===== config.mk =====
export PLATFORM = sky130hd
export DESIGN_NAME = icache_data_ctrl
export DESIGN_NICKNAME = d
export VERILOG_FILES = /design/src/rtl/icache_data_ctrl.sv
export SDC_FILE = /design/constraint.sdc
export NUM_CORES = 1
export LEC_CHECK = 0
export CELL_PAD_IN_SITES_DETAIL_PLACEMENT = 0
export CELL_PAD_IN_SITES_GLOBAL_PLACEMENT = 1
export CORE_AREA = 2 2 186 188
export CTS_BUF_LIST = sky130_fd_sc_hd__clkbuf_4
export DETAILED_ROUTE_END_ITERATION = 16
export DIE_AREA = 0 0 188 190
export PLACE_DENSITY_LB_ADDON = 0.1
export SKIP_CTS_REPAIR_TIMING = 1
export SLEW_MARGIN = 20
export SYNTH_ARGS = -nofsm -noshare
export SYNTH_HDL_FRONTEND = slang
export SYNTH_SLANG_ARGS = --single-unit

===== constraint.sdc =====
create_clock -name clk -period 1.7 [get_ports clk]
set_input_delay 0.255 -clock clk [delete_from_list [all_inputs] [get_ports clk]]
set_output_delay 0.255 -clock clk [all_outputs]
set_load 0.1 [all_outputs]

===== src/rtl/icache_data_ctrl.sv =====
`default_nettype none
// ============================================================================
// Module   : icache_data_ctrl
// Purpose  : Sequencer for the I-cache data SRAM (64 lines x 128 bits, 1RW,
//            per-beat write mask). Arbitrates fetch reads against two-beat
//            line refills. It drives the SRAM pins directly and returns read
//            data one cycle after a read is granted. A fetch redirect (kill)
//            drops an in-flight read.
// Revision : 1.0  initial release
// ============================================================================
module icache_data_ctrl #(
    parameter int ADDR_WIDTH = 6,
    parameter int DATA_WIDTH = 128,
    parameter int BEAT_WIDTH = 64,
    parameter int NUM_WMASKS = 2
) (
    input  logic                  clk,
    input  logic                  rst_aL,
    // fetch read port
    input  logic                  rd_valid,
    input  logic [ADDR_WIDTH-1:0] rd_index,
    output logic                  rd_ready,
    input  logic                  kill,
    output logic                  rsp_valid,
    output logic [DATA_WIDTH-1:0] rsp_data,
    // refill port
    input  logic                  fill_req_valid,
    input  logic [ADDR_WIDTH-1:0] fill_index,
    output logic                  fill_req_ready,
    input  logic                  fill_valid,
    input  logic [BEAT_WIDTH-1:0] fill_data,
    output logic                  fill_ready,
    output logic                  fill_done,
    // SRAM pins
    output logic                  sram_csb0,
    output logic                  sram_web0,
    output logic [NUM_WMASKS-1:0] sram_wmask0,
    output logic [ADDR_WIDTH-1:0] sram_addr0,
    output logic [DATA_WIDTH-1:0] sram_din0,
    input  logic [DATA_WIDTH-1:0] sram_dout0
);

    // The low beat lands in mask lane 0 and the high beat in lane 1.
    localparam logic [NUM_WMASKS-1:0] c_wmask_lo = NUM_WMASKS'(1);
    localparam logic [NUM_WMASKS-1:0] c_wmask_hi = NUM_WMASKS'(2);

    typedef enum logic [1:0] {
        ST_IDLE    = 2'd0,
        ST_FILL_LO = 2'd1,
        ST_FILL_HI = 2'd2
    } state_t;

    state_t                r_state;
    logic [ADDR_WIDTH-1:0] r_fill_idx;
    logic                  r_rsp_valid;
    logic                  r_fill_done;

    logic w_in_fill;
    logic w_beat;
    logic w_start;
    logic w_hazard;
    logic w_rd_grant;

    // Arbitration: beat write first, then fill start, then read. While a
    // refill is active, reads to that line are held off until it completes.
    assign w_in_fill  = (r_state == ST_FILL_LO) || (r_state == ST_FILL_HI);
    assign w_beat     = w_in_fill && fill_valid;
    assign w_start    = (r_state == ST_IDLE) && fill_req_valid;
    assign w_hazard   = w_in_fill && (rd_index == r_fill_idx);
    assign w_rd_grant = rd_valid && !w_start && !w_beat && !w_hazard;

    assign rd_ready       = w_rd_grant;
    assign fill_req_ready = (r_state == ST_IDLE);
    assign fill_ready     = w_in_fill;
    assign fill_done      = r_fill_done;

    // A kill in the response cycle suppresses the response immediately.
    assign rsp_valid = r_rsp_valid && !kill;
    assign rsp_data  = sram_dout0;

    // SRAM pins are combinational from the arbitration result. The beat is
    // replicated across both halves, and the mask selects the half to write.
    assign sram_csb0   = !(w_beat || w_rd_grant);
    assign sram_web0   = !w_beat;
    assign sram_wmask0 = !w_beat                  ? '0 :
                         (r_state == ST_FILL_LO)  ? c_wmask_lo : c_wmask_hi;
    assign sram_addr0  = w_beat ? r_fill_idx : rd_index;
    assign sram_din0   = {NUM_WMASKS{fill_data}};

    // Refill sequencing, fill index latch, response valid and done pulse.
    always_ff @(posedge clk or negedge rst_aL) begin
        if (!rst_aL) begin
            r_state     <= ST_IDLE;
            r_fill_idx  <= '0;
            r_rsp_valid <= 1'b0;
            r_fill_done <= 1'b0;
        end else begin
            r_fill_done <= 1'b0;
            r_rsp_valid <= w_rd_grant && !kill;
            case (r_state)
                ST_IDLE: begin
                    if (fill_req_valid) begin
                        r_state    <= ST_FILL_LO;
                        r_fill_idx <= fill_index;
                    end
                end
                ST_FILL_LO: begin
                    if (fill_valid) begin
                        r_state <= ST_FILL_HI;
                    end
                end
                ST_FILL_HI: begin
                    if (fill_valid) begin
                        r_state     <= ST_IDLE;
                        r_fill_done <= 1'b1;
                    end
                end
                default: begin
                    r_state <= ST_IDLE;
                end
            endcase
        end
    end

endmodule
`default_nettype wire


### After elaboration in Yosys (flattened, before gate mapping)

Index checks and enable logic that the tools add are counted.

| storage, ports and cells | value |
|---|---|
| flip-flop bits (word level) | 10 |
| input bits | 210 |
| output and inout port bits | 271 |
| word-level logic and storage cells | 37 |

| cells by class | value |
|---|---|
| eq/ne operators | 6 |
| muxes and demuxes | 9 |
| reductions and logical operators | 18 |

Operators by type and width:

| cell | number |
|---|---|
| $mux 2 | 5 |
| $logic_and 1x1->1 | 8 |
| $eq 6x6->1 | 1 |
| $mux 6 | 1 |
| $ne 2x2->1 const B | 3 |
| $pmux 2 s3 | 1 |
| $logic_not 1->1 | 5 |
| $reduce_and 3->1 | 1 |
| $eq 2x1->1 const B | 1 |
| $eq 2x2->1 const B | 1 |
| $logic_not 2->1 | 1 |
| $logic_or 1x1->1 | 2 |
| $mux 1 | 2 |
| $reduce_and 2->1 | 1 |

### Longest topological paths before layout

Gate-level depths: netlist (run 1).

| logic depth | value |
|---|---|
| word-level depth | 8 |
| gate-level depth with buffers | 6 |
| gate-level depth less buffers | 5 |

### Least setup slack after synthesis (run 1)

OpenSTA, ideal clock, no wires.

| timing path | value |
|---|---|
| kind | flip-flop to output port |
| start | reg r_state[0] |
| end | out rd_ready |
| data arrival time | 3303 ps |
| required time | 1445 ps |
| slack | -1858 ps |
| stages on the path, launching flop included | 7 |
| path buffers | 1 |
| cells stage by stage | dfrtp_1 -> inv_1 -> ha_1 -> nand2_1 -> buf_4 -> nand3_1 -> a21oi_1 |

| between the ends | value |
|---|---|
| word-level cells in the longest chain between the ends | 6 |
| elaborated cells on any way between the ends | 13 |
| classes of those cells | 2 x eq/ne; 11 x reduce/logical |

RTL lines:

| element | line | text |
|---|---|---|
| start, declared | 53 | `state_t r_state;` |
| start signal, assigned | 93 | `r_state <= ST_IDLE;` |
| start signal, assigned | 103 | `r_state <= ST_FILL_LO;` |
| start signal, assigned | 109 | `r_state <= ST_FILL_HI;` |
| $eq 2x1->1 / $eq 2x2->1 (equally long branches) | 66 | `assign w_in_fill = (r_state == ST_FILL_LO) \|\| (r_state == ST_FILL_HI);` |
| $logic_or 1x1->1 * | 66 |  |
| net fill_ready | 32 | `output logic fill_ready,` |
| $logic_and 1x1->1 * | 67 | `assign w_beat = w_in_fill && fill_valid;` |
| $logic_not 1->1 * | n/a |  |
| net sram_web0 | 36 | `output logic sram_web0,` |
| $logic_and 1x1->1 * (2 in series) | 70 | `assign w_rd_grant = rd_valid && !w_start && !w_beat && !w_hazard;` |
| end, declared | 22 | `output logic rd_ready,` |

The timed path passes the listed nets; every way through them passes the cells marked *.

### Worst setup path after layout (run 1)

| timing path | value |
|---|---|
| start | reg r_state[0] |
| end | out sram_addr0[5] |

| between the ends | value |
|---|---|
| word-level cells in the longest chain between the ends | 4 |
| elaborated cells on any way between the ends | 5 |
| classes of those cells | 2 x eq/ne; 1 x mux; 2 x reduce/logical |

RTL lines:

| element | line | text |
|---|---|---|
| $eq 2x1->1 / $eq 2x2->1 (equally long branches) | 66 |  |
| $logic_or 1x1->1 * | 66 |  |
| $logic_and 1x1->1 * | 67 |  |
| $mux 6 * | 87 | `assign sram_addr0 = w_beat ? r_fill_idx : rd_index;` |
| end, declared | 38 | `output logic [ADDR_WIDTH-1:0] sram_addr0,` |

Every way passes the cells marked *; elsewhere a longest branch is shown, timed or not.

==> results of run 1 <==
## state kept, by name (all words and copies together), names as in the netlist
signal and cells:
fill_done 1, r_fill_idx 6, r_rsp_valid 1, r_state 2
## path summary, 6_finish.rpt
kind / from / endpoint / slack (ns) / depth (start not counted)
min in group clk: fill_data[50] / sram_din0[114] / 0.51 / 0
worst min-delay path: rst_aL / r_fill_idx[1] / 0.26 / 2
max in group asynchronous: rst_aL / r_fill_idx[3] / 1.25 / 2
worst min register to register: r_fill_idx[0] / r_fill_idx[0] / 0.59 / 1
worst max register to register: r_state[0] / r_state[0] / 0.17 / 7
worst max-delay path: r_state[0] / sram_addr0[5] / -0.30 / 6
## power by group through the flow
stage | clock network, mW | registers, mW | logic (mW)
after CTS | 0.234 | 0.439 | 3.25
final | 0.200 | 0.441 | 3.38
after global placement | 0 | 0.446 | 3.27
after detailed placement | 0 | 0.443 | 3.23
after global routing | 0.246 | 0.463 | 3.58
after floorplan | 0 | 0.458 | 4.75
## final cells by class
cell class | count | share of cell area
tap | 455 | 0.279
inverter | 3 | 0.00553
sequential | 10 | 0.123
multi-input combinational | 42 | 0.248
timing repair buffer | 54 | 0.332
antenna | 1 | 0.00123
clock buffer | 3 | 0.0111
## through the flow
stage,TNS (ns),power [mW],hold slack [ns],instances
final,-2.74,4.02,0.258,568
after global placement,-1.44,3.72,0.511,560
after floorplan,-2.04,5.21,-0.0406,312
after detailed placement,-1.33,3.67,0.511,560
after global routing,-3.91,4.29,0.253,567
after CTS,-3.35,3.92,0.242,563
## cell families (layout without fill, tap and decap cells)
family / after synthesis / count (layout) / share of synthesized area
xor gates and xnor gates: 6 / 6 / 0.0204
adders and majority gates: 5 / 5 / 0.0243
buffers and inverters: 260 / 60 / 0.755
DFF: 10 / 10 / 0.0973
other: 0 / 1 / 0
muxes: 14 / 14 / 0.0613
and+or+nand+nor: 13 / 13 / 0.0307
AOI/OAI and AO/OA: 4 / 4 / 0.0112
## cell usage in the layout, fill, tap and decap left out
cell type	count
sky130_fd_sc_hd__xor2_2	1
sky130_fd_sc_hd__buf_12	17
sky130_fd_sc_hd__dfrtp_1	10
sky130_fd_sc_hd__nand3_4	1
sky130_fd_sc_hd__clkbuf_4	3
sky130_fd_sc_hd__a32o_2	1
sky130_fd_sc_hd__nand2_8	1
sky130_fd_sc_hd__nor2_4	1
sky130_fd_sc_hd__ha_4	2
sky130_fd_sc_hd__xor2_1	4
sky130_fd_sc_hd__nor2b_2	1
sky130_fd_sc_hd__ha_1	3
sky130_fd_sc_hd__nand2_1	2
sky130_fd_sc_hd__a21oi_4	1
sky130_fd_sc_hd__inv_1	1
sky130_fd_sc_hd__buf_4	16
sky130_fd_sc_hd__mux2_2	8
sky130_fd_sc_hd__a211oi_1	1
sky130_fd_sc_hd__o22ai_2	1
sky130_fd_sc_hd__nor4bb_2	1
sky130_fd_sc_hd__and3_4	1
sky130_fd_sc_hd__xnor2_2	1
sky130_fd_sc_hd__buf_6	4
sky130_fd_sc_hd__diode_2	1
sky130_fd_sc_hd__nor2_1	2
sky130_fd_sc_hd__and3_1	1
sky130_fd_sc_hd__mux2_4	6
sky130_fd_sc_hd__nor3_2	1
sky130_fd_sc_hd__clkdlybuf4s50_1	17
sky130_fd_sc_hd__inv_2	2
sky130_fd_sc_hd__and2_1	1
## per-layer routing
metal / GRT usage / up-vias / part of all wire
li1: - / 307 / -
met1: 0.0306 / 352 / 0.30
met2: 0.0490 / 140 / 0.41
met3: 0.0303 / 87 / 0.19
met4: 0.0348 / 0 / 0.097
met5: 0 / - / 0
==> reports/results.txt, run 1 <==
For the global-route total usage across every layer, the log shows 0.0353. The sum of routed wire length over all layers came out at 6.59 mm. In this run the power density over the cells is 1980 nW/um^2.

The number of buffers added on ports was 32. By count the netlist is led by sky130_fd_sc_hd__buf_4, sky130_fd_sc_hd__mux2_2, sky130_fd_sc_hd__dfrtp_1. The final layout contains 329 nets. The overall via count from detail_route is 886. The total nets after synthesis came out at 527. Cell type contributing the most total cell area after synthesis: sky130_fd_sc_hd__buf_4. At the end of routability-driven placement, the weighted congestion stood at 0.553.

The cell family with the largest share of critical-path delay was buffers and inverters. The largest single stage delay on the critical path is 0.38 ns. The share of flip-flops with an asynchronous set or reset after synthesis is 1.00. The clock root buffer was sky130_fd_sc_hd__clkbuf_4.

The portion of total power attributed to the clock network was 0.050. The total clock buffers created by CTS is 3, and the global-route wire length before repair is 8.66 mm. The worst path required time came out at 1.44 ns. The most numerous cell type found on the critical path is sky130_fd_sc_hd__buf_12. During synthesis, Yosys emitted a total of 0 warnings.

For the final database, setup skew stands at 0.0152 ns. 481 I/O pins were placed. Number of nets with antenna violations after detailed routing: 0. In this run, synthesis produced a sequential element count of 10. The run gives 13 as the initial detailed-routing violation count. The tools report the number of antenna violations at the first check in global routing as 0.

The logs give 1 for the number of levels the H-tree was split into and 0 for the number of maximum-capacitance violations. The clock transition time at the flip-flop clock pins of the worst setup and hold paths works out to 0.10 ns. The fraction of post-synthesis cell area in the top cell type by area is 0.750.

Registers take 250 sq um. Yosys instantiated no cell more often than sky130_fd_sc_hd__buf_4. Routed via count divided by cell count: 1.56. Dividing the detail-routed wire length by the instance count gives 11.6 um.

The first detailed-routing pass took 3 iterations. The floorplan has 68 rows. The logs give 2570 sq um for the cell area after technology mapping and 1.91 mW for the total internal power.

The critical path in this run is classified as flop to output pin. Derived from the worst setup path, the maximum achievable clock frequency is 499 MHz. The area enclosed by the die boundary was 35,700 sq um. Setup repair after global routing could not meet its margin everywhere. Entering global routing, the biggest net connects 11 pins. Along the worst path, the maximum fanout reaches 5. Leading register cell type out of synthesis: sky130_fd_sc_hd__dfrtp_1. STA classifies the critical path endpoint as an output pin. The region available for standard cell placement spans 33,900 sq um.

In the final layout, the multi-input gates occupy 505 sq um. The switching power share of the total came out at 0.526. The final max-slew violation count came out at 0. Power spent charging and discharging nets: 2.12 mW.

The run finished, with violations left. TritonCTS built the clock tree. The share of power burned in combinational logic is 0.841.

VDD sags by at most 642 uV. At the pin with the least slew margin, the transition time is 0.258 ns. The horizontal die dimension was 188 um. In the post-synthesis netlist, the biggest area contributors are sky130_fd_sc_hd__buf_4, sky130_fd_sc_hd__dfrtp_1, sky130_fd_sc_hd__mux2_2.

The total clock sinks came out at 10. For the share of the yosys chip area belonging to registers, the log shows 0.0973. The logs give 0.685 nW for the leakage power of the design and 0.110 for the portion of total power attributed to sequential cells. The cell count after synthesis came out at 312. The worst setup path is launched from a flop. The finished cells cover 2040 sq um.

For the final routed DRC violation total, the log shows 0. Initial standard-cell utilization of the core: 0.0757. The ratio of final minimum period to clock period was 1.18. The class of the most critical hold timing path is input pin to asynchronous set/reset pin.

The total half-perimeter wirelength after legalization and detailed placement was 5.66 mm. Traced cell by cell, the critical path runs through inv_2 > ha_4 > nand2_8 > buf_12 > mux2_4 > buf_12. The tools report the number of inserted filler cells in the final layout as 3,968.

The worst setup margin was -0.305 ns; the die extent in y was 190 um. The run gives 0 as the global-route congestion overflow total. The via count of the first global-routing pass was 1,069; the buffers plus inverters on the worst setup path was 3. For the worst-skew pair, the clock arrives at the later sink with an insertion delay of 0.29 ns. The total placed instance area was 1920 sq um; the average size of a mapped cell was 8.24 sq um.

Fraction of the core area covered by cells at the end of the flow: 0.0600. The number of enable flip-flop cells after synthesis is 0, and the shortest period the worst path allows is 2.00 ns. The relative area change from synthesis to final layout came out at -20.8%.

The number of endpoints with negative hold slack in the final report came out at 0. The proportion of layout cells with a drive suffix above 1 is 0.625. The tools report the post-placement setup slack as -0.316 ns.

The clock passes through at most 2 buffers. The logs give 11 for the number of setup violations in the final report and 19 for the count of cell types in the netlist. The remaining max-slew budget at the tightest pin was 0.827. The checks that failed: setup timing. The critical path's slowest cell was sky130_fd_sc_hd__dfrtp_1. At the worst endpoint, the arrival time is 1.75 ns.
Power figures use the tool's default switching activity.
==> inputs of run 2 (changes only) <==
DONT_BUFFER_PORTS = 1   (was default)
==> run 2 against run 1 <==
Compared with the run above:
- the run still ends with setup timing left
- cell area fell by 21%
- combinational power shrank 19%
- non-clock buffer count decreased by 30
- setup slack improved by 0.035 ns
- via count down 11%
- clock-buffer cell count did not move
- cell count down 5.3%
- total power shrank 16%
- clock power fell by 2%
- clock skew fell by 0.0083 ns
- critical path type unchanged
==> reports/results.txt, run 2 (same netlist as run 1, synthesis figures left out) <==
The run finished, with violations left. The checks that failed: setup timing. The run gives 0.807 (-0.034) as the share of power burned in combinational logic.

The total clock buffers created by CTS is 3 (unchanged). The I/O pin count came out at 481 (unchanged). The ratio of final minimum period to clock period is 1.16 (-0.0207), and the peak ir drop on the vdd network is 787 uV (+23%).

The signal on the critical path passes through inv_2 > ha_4 > nand2_4 > and3_1 > a32o_2 > buf_12. The tools report the number of cell rows as 68 (unchanged). The register name with the most flops is r_fill_idx. The tightest min-delay check is of the input pin to flop type. The tools report the global-route congestion overflow total as 0 (unchanged). The wire length per cell is 11.7 um (+0.51%).

The leakage power of the design is 0.501 nW (-27%). For the via count of the first global-routing pass, the log shows 970 (-9.3%). In the final layout, the registers with the most flip-flops are r_fill_idx: 6 flops, r_state: 2 flops. The tree is rooted in a sky130_fd_sc_hd__clkbuf_4. The maximum fanout encountered on the critical timing path is 4 (-1). The overall via count from detail_route came out at 789 (-11%). The proportion of layout cells with a drive suffix above 1 works out to 0.683 (+0.0579).

For the worst path required time, the log shows 1.44 ns (about the same). The portion of total power attributed to sequential cells was 0.135 (+0.025); the horizontal die dimension was 188 um (unchanged). The total half-perimeter wirelength after legalization and detailed placement was 5.37 mm (-5.1%). The clock latency on the worst-skew pair is 0.29 ns (about the same). The tools report the startpoint type of the worst setup path as a flop. The flip-flop count of the largest register after layout came out at 6 (unchanged).

The remaining max-slew budget at the tightest pin is 0.565 (-0.262). The most common library cell in the layout ignoring fill and taps was sky130_fd_sc_hd__buf_4. The logs give 10 (-1) for the number of setup violations in the final report and 33,900 sq um (unchanged) for the area inside the core boundary.

The endpoint type of the worst setup path is an output pin. Number of maximum-capacitance violations: 0 (unchanged). The transition time at the pin with the least slew margin is 0.650 ns (+0.392 ns), and the net count of the finished layout is 299 (-9.1%). Setup repair after global routing could not meet its margin everywhere. In the layout the commonest cells are sky130_fd_sc_hd__buf_4, sky130_fd_sc_hd__mux2_2, sky130_fd_sc_hd__dfrtp_1, sky130_fd_sc_hd__mux2_4, sky130_fd_sc_hd__buf_12.

The kind of critical path is flop to output pin. The overall power came out at 3.39 mW (-16%). The initial standard-cell utilization of the core was 0.0757 (unchanged); the portion of total power attributed to the clock network was 0.058 (+0.008). The number of search-and-repair iterations in the first detailed-routing pass was 3 (unchanged); the number of levels the H-tree was split into was 1 (unchanged). Shortest period the worst path allows: 1.97 ns (-0.0351 ns).

The die extent in y works out to 190 um (unchanged). The number of buffers added on ports is 0 (-100%). Reg-to-reg endpoint: r_state[0]. The initial detailed-routing violation count came out at 10 (-3). The maximum number of pins on one net before global-route repair was 11 (unchanged). The global-route wire length before repair is 8.04 mm (-7.2%), and the final routed DRC violation total is 0 (unchanged). The logs give 35,700 sq um (unchanged) for the area enclosed by the die boundary and 0.00689 ns (-0.00834 ns) for the worst clock skew.

The number of nets with antenna violations after detailed routing came out at 0 (unchanged). In this design, the largest share of critical-path delay is due to flip-flops. The highest attainable clock frequency was 508 MHz (+1.8%); the clock transition time at the flip-flop clock pins of the worst setup and hold paths was 0.09 ns (about the same). For hold timing, the worst endpoint is r_rsp_valid. The final max-slew violation count was 0 (unchanged).

The logs give 1.98 mW (-6.2%) for the power spent charging and discharging nets and 0.0331 (-0.00219) for the global-route total usage across every layer. TritonCTS built the clock tree. The logs give 1.41 mW (-26%) for the total internal power and -0.107 ns (+0.209 ns) for the post-placement setup slack.

Among all stages on the critical path, the largest delay is contributed by sky130_fd_sc_hd__dfrtp_1. The final-layout worst hold slack came out at 0.0305 ns (-0.228 ns). The sum of routed wire length over all layers is 6.27 mm (-4.8%).

The number of endpoints with negative hold slack in the final report is 0 (unchanged). The number of buffers between clock root and the deepest sink is 2 (unchanged), and the number of inserted filler cells in the final layout is 4,014 (+1.2%). The logs give 0.18 ns (about the same) for the flop-to-flop setup slack and 0.576 (+4.0%) for the placer congestion estimate. The routed via count divided by cell count was 1.47 (-6.0%).

The number of cells on the worst hold path was 1. The number of antenna violations at the first check in global routing was 0 (unchanged); the delay of the slowest cell on the worst path was 0.37 ns (about the same). The relative area change from synthesis to final layout works out to -37.1%.

The buffers plus inverters on the worst setup path was 2 (-1). The startpoint of the worst-slack reg-to-reg timing path was r_state[0]. The tools report the startpoint of the lowest-slack hold path as kill.

The cell area power density is 2100 nW/um^2 (+6.3%). Worst path arrival time: 1.71 ns (-0.04 ns). The path depth of the worst reg2reg path is 7 (unchanged), and the total clock sinks is 10 (unchanged). The worst setup margin is -0.269 ns (+0.0351 ns). The switching power share of the total came out at 0.585 (+0.0589).
[run 2: changes by cell type in the layout (fill, tap and decap cells not counted), moves of 2 or more]
cell / previous run / this run
sky130_fd_sc_hd__buf_4: 16 / 14
sky130_fd_sc_hd__dfrtp_1: 10 / 8
sky130_fd_sc_hd__buf_12: 17 / 6
sky130_fd_sc_hd__clkdlybuf4s50_1: 17 / 0
sky130_fd_sc_hd__dfrtp_2: 0 / 2
[run 2: how the worst max path moves through the flow]
stage / endpoint / slack (ns) / from / cells after the start
floorplan: rd_ready / -0.31 / r_state[1] / 6
global placement: sram_csb0 / -0.14 / r_fill_idx[2] / 4
detailed placement: sram_csb0 / -0.11 / r_fill_idx[2] / 4
CTS: sram_csb0 / -0.46 / r_fill_idx[2] / 4
global route: sram_csb0 / -0.37 / r_state[0] / 6
finish: sram_csb0 / -0.27 / r_state[1] / 6
[run 2: layer usage]
layer  up-vias  part of all wire  wire length [um]  GRT usage
met1       317              0.27              1700     0.0256
met2       140              0.44              2760     0.0495
met4         0              0.10               628     0.0357
met3        85              0.19              1170     0.0269
met5         -                 0                 0          0
li1        247                 -                 -          -
[run 2: power groups by stage]
stage | logic (mW) | clock network (mW) | registers (mW)
after global routing | 2.89 | 0.233 | 0.491
after global placement | 2.63 | 0 | 0.476
after CTS | 2.62 | 0.225 | 0.468
after detailed placement | 2.61 | 0 | 0.471
after floorplan | 4.75 | 0 | 0.458
final | 2.74 | 0.196 | 0.458
[run 2: layout make-up]
class / count / area [sq um] / share of cell area
sequential: 10 / 253 / 0.156
timing repair buffer: 24 / 269 / 0.166
tap: 455 / 569 / 0.352
multi-input combinational: 42 / 489 / 0.303
antenna: 1 / 2.50 / 0.00155
clock buffer: 3 / 22.5 / 0.0139
inverter: 3 / 11.3 / 0.00697
[run 2: per-stage QoR]
| stage | std cells | setup TNS [ns] | utilization | instance area [sq um] |
|---|---|---|---|---|
| 5_1_grt | 537 | -3.08 | 0.0475 | 1610 |
| 6_report | 538 | -2.06 | 0.0476 | 1620 |
| 3_5_place_dp | 532 | -0.168 | 0.0447 | 1520 |
| 4_1_cts | 535 | -3.16 | 0.0454 | 1540 |
| 3_3_place_gp | 532 | -0.224 | 0.0447 | 1520 |
| 2_1_floorplan | 312 | -2.04 | - | 2660 |
